## src/rtl/rr_grant_arbiter.sv

```systemverilog
// Round-robin arbiter with a registered one-hot grant that is held until its owner lets go.
// Define ARB_HOLD_TIMEOUT_EN to add a MAX_HOLD-cycle forced release that pulses timeout_o.
module rr_grant_arbiter #(
  parameter int NUM_REQ  = 4,
  parameter int MAX_HOLD = 16,
  parameter int IDX_W    = $clog2(NUM_REQ)
) (
  input  logic               clk,
  input  logic               rst_n,
  input  logic [NUM_REQ-1:0] req,
  input  logic               release_i,
  output logic [NUM_REQ-1:0] gnt,
  output logic [IDX_W-1:0]   gnt_idx,
  output logic               busy,
  output logic               timeout_o
);

  if (NUM_REQ < 2 || MAX_HOLD < 1) begin : g_bad_param
    $error("rr_grant_arbiter: NUM_REQ must be >= 2 and MAX_HOLD >= 1");
  end

  typedef enum logic {IDLE, GRANT} state_t;

  state_t             state_q, state_d;
  logic [IDX_W-1:0]   ptr_q, ptr_d;
  logic [NUM_REQ-1:0] gnt_q, gnt_d;
  logic [IDX_W-1:0]   idx_q, idx_d;
  logic [IDX_W-1:0]   nxt_ptr, srch_ptr;
  logic [NUM_REQ-1:0] mask, masked, sel;
  logic               grant_end, hold_expired;

  function automatic logic [NUM_REQ-1:0] first_one(input logic [NUM_REQ-1:0] v);
    logic [NUM_REQ-1:0] r;
    logic               found;
    r     = '0;
    found = 1'b0;
    for (int i = 0; i < NUM_REQ; i++) begin
      if (v[i] && !found) begin
        r[i]  = 1'b1;
        found = 1'b1;
      end
    end
    return r;
  endfunction

  function automatic logic [IDX_W-1:0] encode(input logic [NUM_REQ-1:0] oh);
    logic [IDX_W-1:0] e;
    e = '0;
    for (int i = 0; i < NUM_REQ; i++) begin
      if (oh[i]) e = e | IDX_W'(i);
    end
    return e;
  endfunction

  assign nxt_ptr = (idx_q == IDX_W'(NUM_REQ - 1)) ? '0 : idx_q + 1'b1;

  // While a grant is active the search always starts just past the owner, so a
  // releasing owner that still requests naturally ends up with lowest priority.
  assign srch_ptr = (state_q == GRANT) ? nxt_ptr : ptr_q;

  always_comb begin
    mask = '0;
    for (int i = 0; i < NUM_REQ; i++) begin
      mask[i] = (i >= int'(srch_ptr));
    end
    masked = req & mask;
    sel    = (|masked) ? first_one(masked) : first_one(req);
  end

  assign grant_end = release_i | ~req[idx_q] | hold_expired;

  always_comb begin
    state_d = state_q;
    ptr_d   = ptr_q;
    gnt_d   = gnt_q;
    idx_d   = idx_q;
    case (state_q)
      IDLE: begin
        if (|req) begin
          state_d = GRANT;
          gnt_d   = sel;
          idx_d   = encode(sel);
        end
      end
      GRANT: begin
        if (grant_end) begin
          ptr_d = nxt_ptr;
          if (|sel) begin
            gnt_d = sel;
            idx_d = encode(sel);
          end else begin
            state_d = IDLE;
            gnt_d   = '0;
            idx_d   = '0;
          end
        end
      end
      default: begin
        state_d = IDLE;
        gnt_d   = '0;
        idx_d   = '0;
      end
    endcase
  end

  always_ff @(posedge clk or negedge rst_n) begin
    if (!rst_n) begin
      state_q <= IDLE;
      ptr_q   <= '0;
      gnt_q   <= '0;
      idx_q   <= '0;
    end else begin
      state_q <= state_d;
      ptr_q   <= ptr_d;
      gnt_q   <= gnt_d;
      idx_q   <= idx_d;
    end
  end

`ifdef ARB_HOLD_TIMEOUT_EN
  localparam int CNT_W = (MAX_HOLD > 1) ? $clog2(MAX_HOLD) : 1;
  localparam logic [CNT_W-1:0] HOLD_LAST = CNT_W'(MAX_HOLD - 1);

  logic [CNT_W-1:0] hold_q, hold_d;
  logic             timeout_q;

  // hold_q counts completed cycles of the current grant; the last allowed cycle forces the end.
  assign hold_expired = (state_q == GRANT) && !release_i && req[idx_q] && (hold_q == HOLD_LAST);

  always_comb begin
    hold_d = hold_q;
    if (state_q == IDLE || grant_end) begin
      hold_d = '0;
    end else if (hold_q != HOLD_LAST) begin
      hold_d = hold_q + 1'b1;
    end
  end

  always_ff @(posedge clk or negedge rst_n) begin
    if (!rst_n) begin
      hold_q    <= '0;
      timeout_q <= 1'b0;
    end else begin
      hold_q    <= hold_d;
      timeout_q <= hold_expired;
    end
  end

  assign timeout_o = timeout_q;
`else
  assign hold_expired = 1'b0;
  assign timeout_o    = 1'b0;
`endif

  assign gnt     = gnt_q;
  assign gnt_idx = idx_q;
  assign busy    = (state_q == GRANT);

endmodule
```

## config.mk

```make
export PLATFORM = sky130hd
export DESIGN_NAME = rr_grant_arbiter
export DESIGN_NICKNAME = d
export VERILOG_FILES = /design/src/rtl/rr_grant_arbiter.sv
export SDC_FILE = /design/constraint.sdc
export NUM_CORES = 1
export LEC_CHECK = 0
export ABC_CLOCK_PERIOD_IN_PS = 3900
export CAP_MARGIN = 20
export CORE_AREA = 3 3 40 42
export CTS_CLUSTER_DIAMETER = 50
export CTS_CLUSTER_SIZE = 10
export DETAILED_ROUTE_END_ITERATION = 10
export DIE_AREA = 0 0 43 45
export MAX_ROUTING_LAYER = met4
export PLACE_DENSITY = 0.82
export REMOVE_ABC_BUFFERS = 1
export SLEW_MARGIN = 20
export SYNTH_ARGS = -nofsm -noshare
export SYNTH_HDL_FRONTEND = slang
export SYNTH_SLANG_ARGS = --single-unit
```

## constraint.sdc

```tcl
create_clock -name clk -period 3.9 [get_ports clk]
set_clock_uncertainty 0.05 [all_clocks]
set_input_delay 0.39 -clock clk [delete_from_list [all_inputs] [get_ports clk]]
set_output_delay 0.39 -clock clk [all_outputs]
set_load 0.01 [all_outputs]
```

==> results_dict.tcl <==
set metrics [dict create \
    status "finished clean" \
    die_h_um 45 \
    diodes 0 \
    htree_levels 1 \
    grt_overflow 0 \
    ir_drop_mv 0.366 \
    synth_top_cell_area_share_pct 39.5 \
    path_class "register to register" \
    yosysTopAreaCell "dfrtp_1" \
    ys_warn_count 0 \
    tritoncts "yes" \
    wl_mm 1.29 \
    grt_pass1_wl_mm 2.37 \
    path_max_fanout 7 \
    antenna_found_initial 0 \
    drv_slew 0 \
    cp-end-kind "register" \
    grt_pass1_vias 525 \
    clkTransAtPathRegs_ns 0.06 \
    synthTopCellsByArea "dfrtp_1 (39%), o31ai_1 (6.6%), a211oi_1 (5.3%), mux2_1 (3.9%), mux4_2 (3.9%)" \
    vias_per_cell 5.85 \
    fmax_ghz 0.480 \
    nets 79 \
    critPathRequiredTime_ns 3.99 \
    drive_gt1_share_pct 12.9 \
    p_leak_nw 0.297 \
    cts_setup_buffers 0 \
    rows 13 \
    first_pass_iters 4 \
    fp.dieW_um 43 \
    critPathArrivalTime_ns 2.17 \
    synth_cell_type_count 31 \
    period_needed_ns 2.08 \
    finalCritPeriodShare_pct 53.4 \
    grt_usage_pct 17.1 \
    place_hpwl_um 986 \
    ios 15 \
    hold_buffers 0 \
    cts_buffer_depth 2 \
    maxCapViolCount 0 \
    finalSetupTns_ns 0 \
    min_path_type "input port to async pin" \
    hold_viol_final 0 \
    synth_seq_cells 9 \
    cts-root-buf "clkbuf_4" \
    drc 0 \
    clock_sinks 9 \
    antenna_left 0 \
    dieArea_sq_um 1940 \
    synthCells 56 \
    ff2ff_path_depth 5 \
    initial_core_util_pct 44.4 \
    fill_cells 116 \
    drtIter0Drc 9 \
    finalWeightedCongestion 0.818 \
    setup_viol 0 \
    cp-start-kind "register" \
    rsz0062_at_grt "no" \
    power.density_nw_per_um2 745 \
    seq_area_frac_synth_pct 39.5 \
    core_area_sq_um 1280 \
    area_growth_syn_to_layout_pct 27.6 \
    fin_cells 85 \
    synth_area_sq_um 571 \
    cts_buffers 3 \
    via_count 497 \
    portBuffers 13 \
    grt_max_degree 11 \
    dpl.cell_count 81 \
    avgSynthCellArea_sq_um 10.2 \
    post_cts_resized 0 \
    clk_latency_ns 0.26 \
    wl_per_cell_um 15.1 \
]
==> routing by layer <==
metal	global-route usage, %	up-vias	wire length, um
met5	-	-	0
met2	25.7	20	590
met3	4.78	6	74
li1	-	245	-
met1	20.4	226	579
met4	10.8	0	42
==> stage by stage <==
stage               utilization [%]  power, mW  setup WS (ns)  instance area (sq um)  hold slack [ns]
finish                         56.7      0.543           1.82                    728            0.376
floorplan                         -      0.359           2.05                    553           0.0444
CTS                            56.7      0.546           1.84                    728            0.383
global placement               54.6      0.458           1.65                    702            0.434
detailed placement             54.6      0.470           1.57                    702            0.434
global route                   56.7      0.594           1.71                    728            0.401
==> logic make-up after synthesis <==
kind of cell,synth area share [%]
fa+ha+maj,2.19
simple gates,13.4
buf+inv,4.39
mux,11.6
other cells,0.657
compound gates,28.3
flops,39.5
==> Yosys cell counts <==
cell,n
mux4_2,1
nand2b_1,1
and3_1,3
nor2_1,2
nor2_2,2
a2bb2oi_1,2
a211oi_2,1
mux2_1,2
nor3_1,1
or4_1,1
o21ai_0,1
buf_4,1
o31ai_1,5
a211oi_1,4
inv_1,2
o21ai_1,3
o21a_1,1
or2_2,1
nand2_1,1
o221ai_1,1
or3b_1,1
ha_1,1
a21oi_1,1
mux2_2,1
mux2i_1,1
a31oi_1,1
buf_2,2
dfrtp_1,9
conb_1,1
a21boi_1,1
o2111ai_1,1
==> layout make-up <==
class,instances,area [sq um],area share (%)
Clock buffer,4,26.3,3.61
Inverter,2,7.51,1.03
Multi-Input combinational cell,42,320,44.0
Sequential cell,9,225,30.9
Tap cell,15,18.8,2.58
Timing Repair Buffer,13,130,17.9
==> flip-flops by register name, indices dropped and copies added (netlist names) <==
name / cells
gnt_idx: 2
gnt: 4
busy: 1
ptr_q: 2
==> power by group <==
| group | switching (mW) | internal (mW) | total, mW |
|---|---|---|---|
| combinational | 0.148 | 0.157 | 0.305 |
| sequential | 0.0322 | 0.133 | 0.165 |
| clock | 0.0333 | 0.0395 | 0.0728 |
| total | 0.214 | 0.329 | 0.543 |
==> layout by cell type, fill, tap and decap left out, types with 2 or more instances in the layout <==
cell type | netlist | routed
nor2_2 | 2 | 2
clkbuf_4 | 0 | 3
inv_1 | 2 | 2
dfrtp_1 | 9 | 9
nor2_1 | 2 | 2
mux2_1 | 2 | 2
o21ai_1 | 3 | 3
and3_1 | 3 | 3
a211oi_1 | 4 | 4
a2bb2oi_1 | 2 | 2
o31ai_1 | 5 | 5
clkdlybuf4s50_1 | 0 | 13
==> critical path: stages (launching register included) <==
cell and delay (ns):
dfrtp_1 0.45, ha_1 0.25, or3b_1 0.49, and3_1 0.22, o31ai_1 0.38, a2bb2oi_1 0.12
==> final timing paths <==
kind | start | endpoint | slack (ns)
setup / recovery | gnt_idx[0] | gnt_idx[1] | 1.82
hold / removal | rst_n | gnt[0] | 0.38
setup reg to reg | gnt_idx[0] | gnt_idx[1] | 1.82
hold reg to reg | gnt[0] | gnt[0] | 0.45
max in group asynchronous | rst_n | gnt_idx[0] | 3.13
min in group clk | gnt[0] | gnt[0] | 0.45
(Power assumes the default switching activity.)
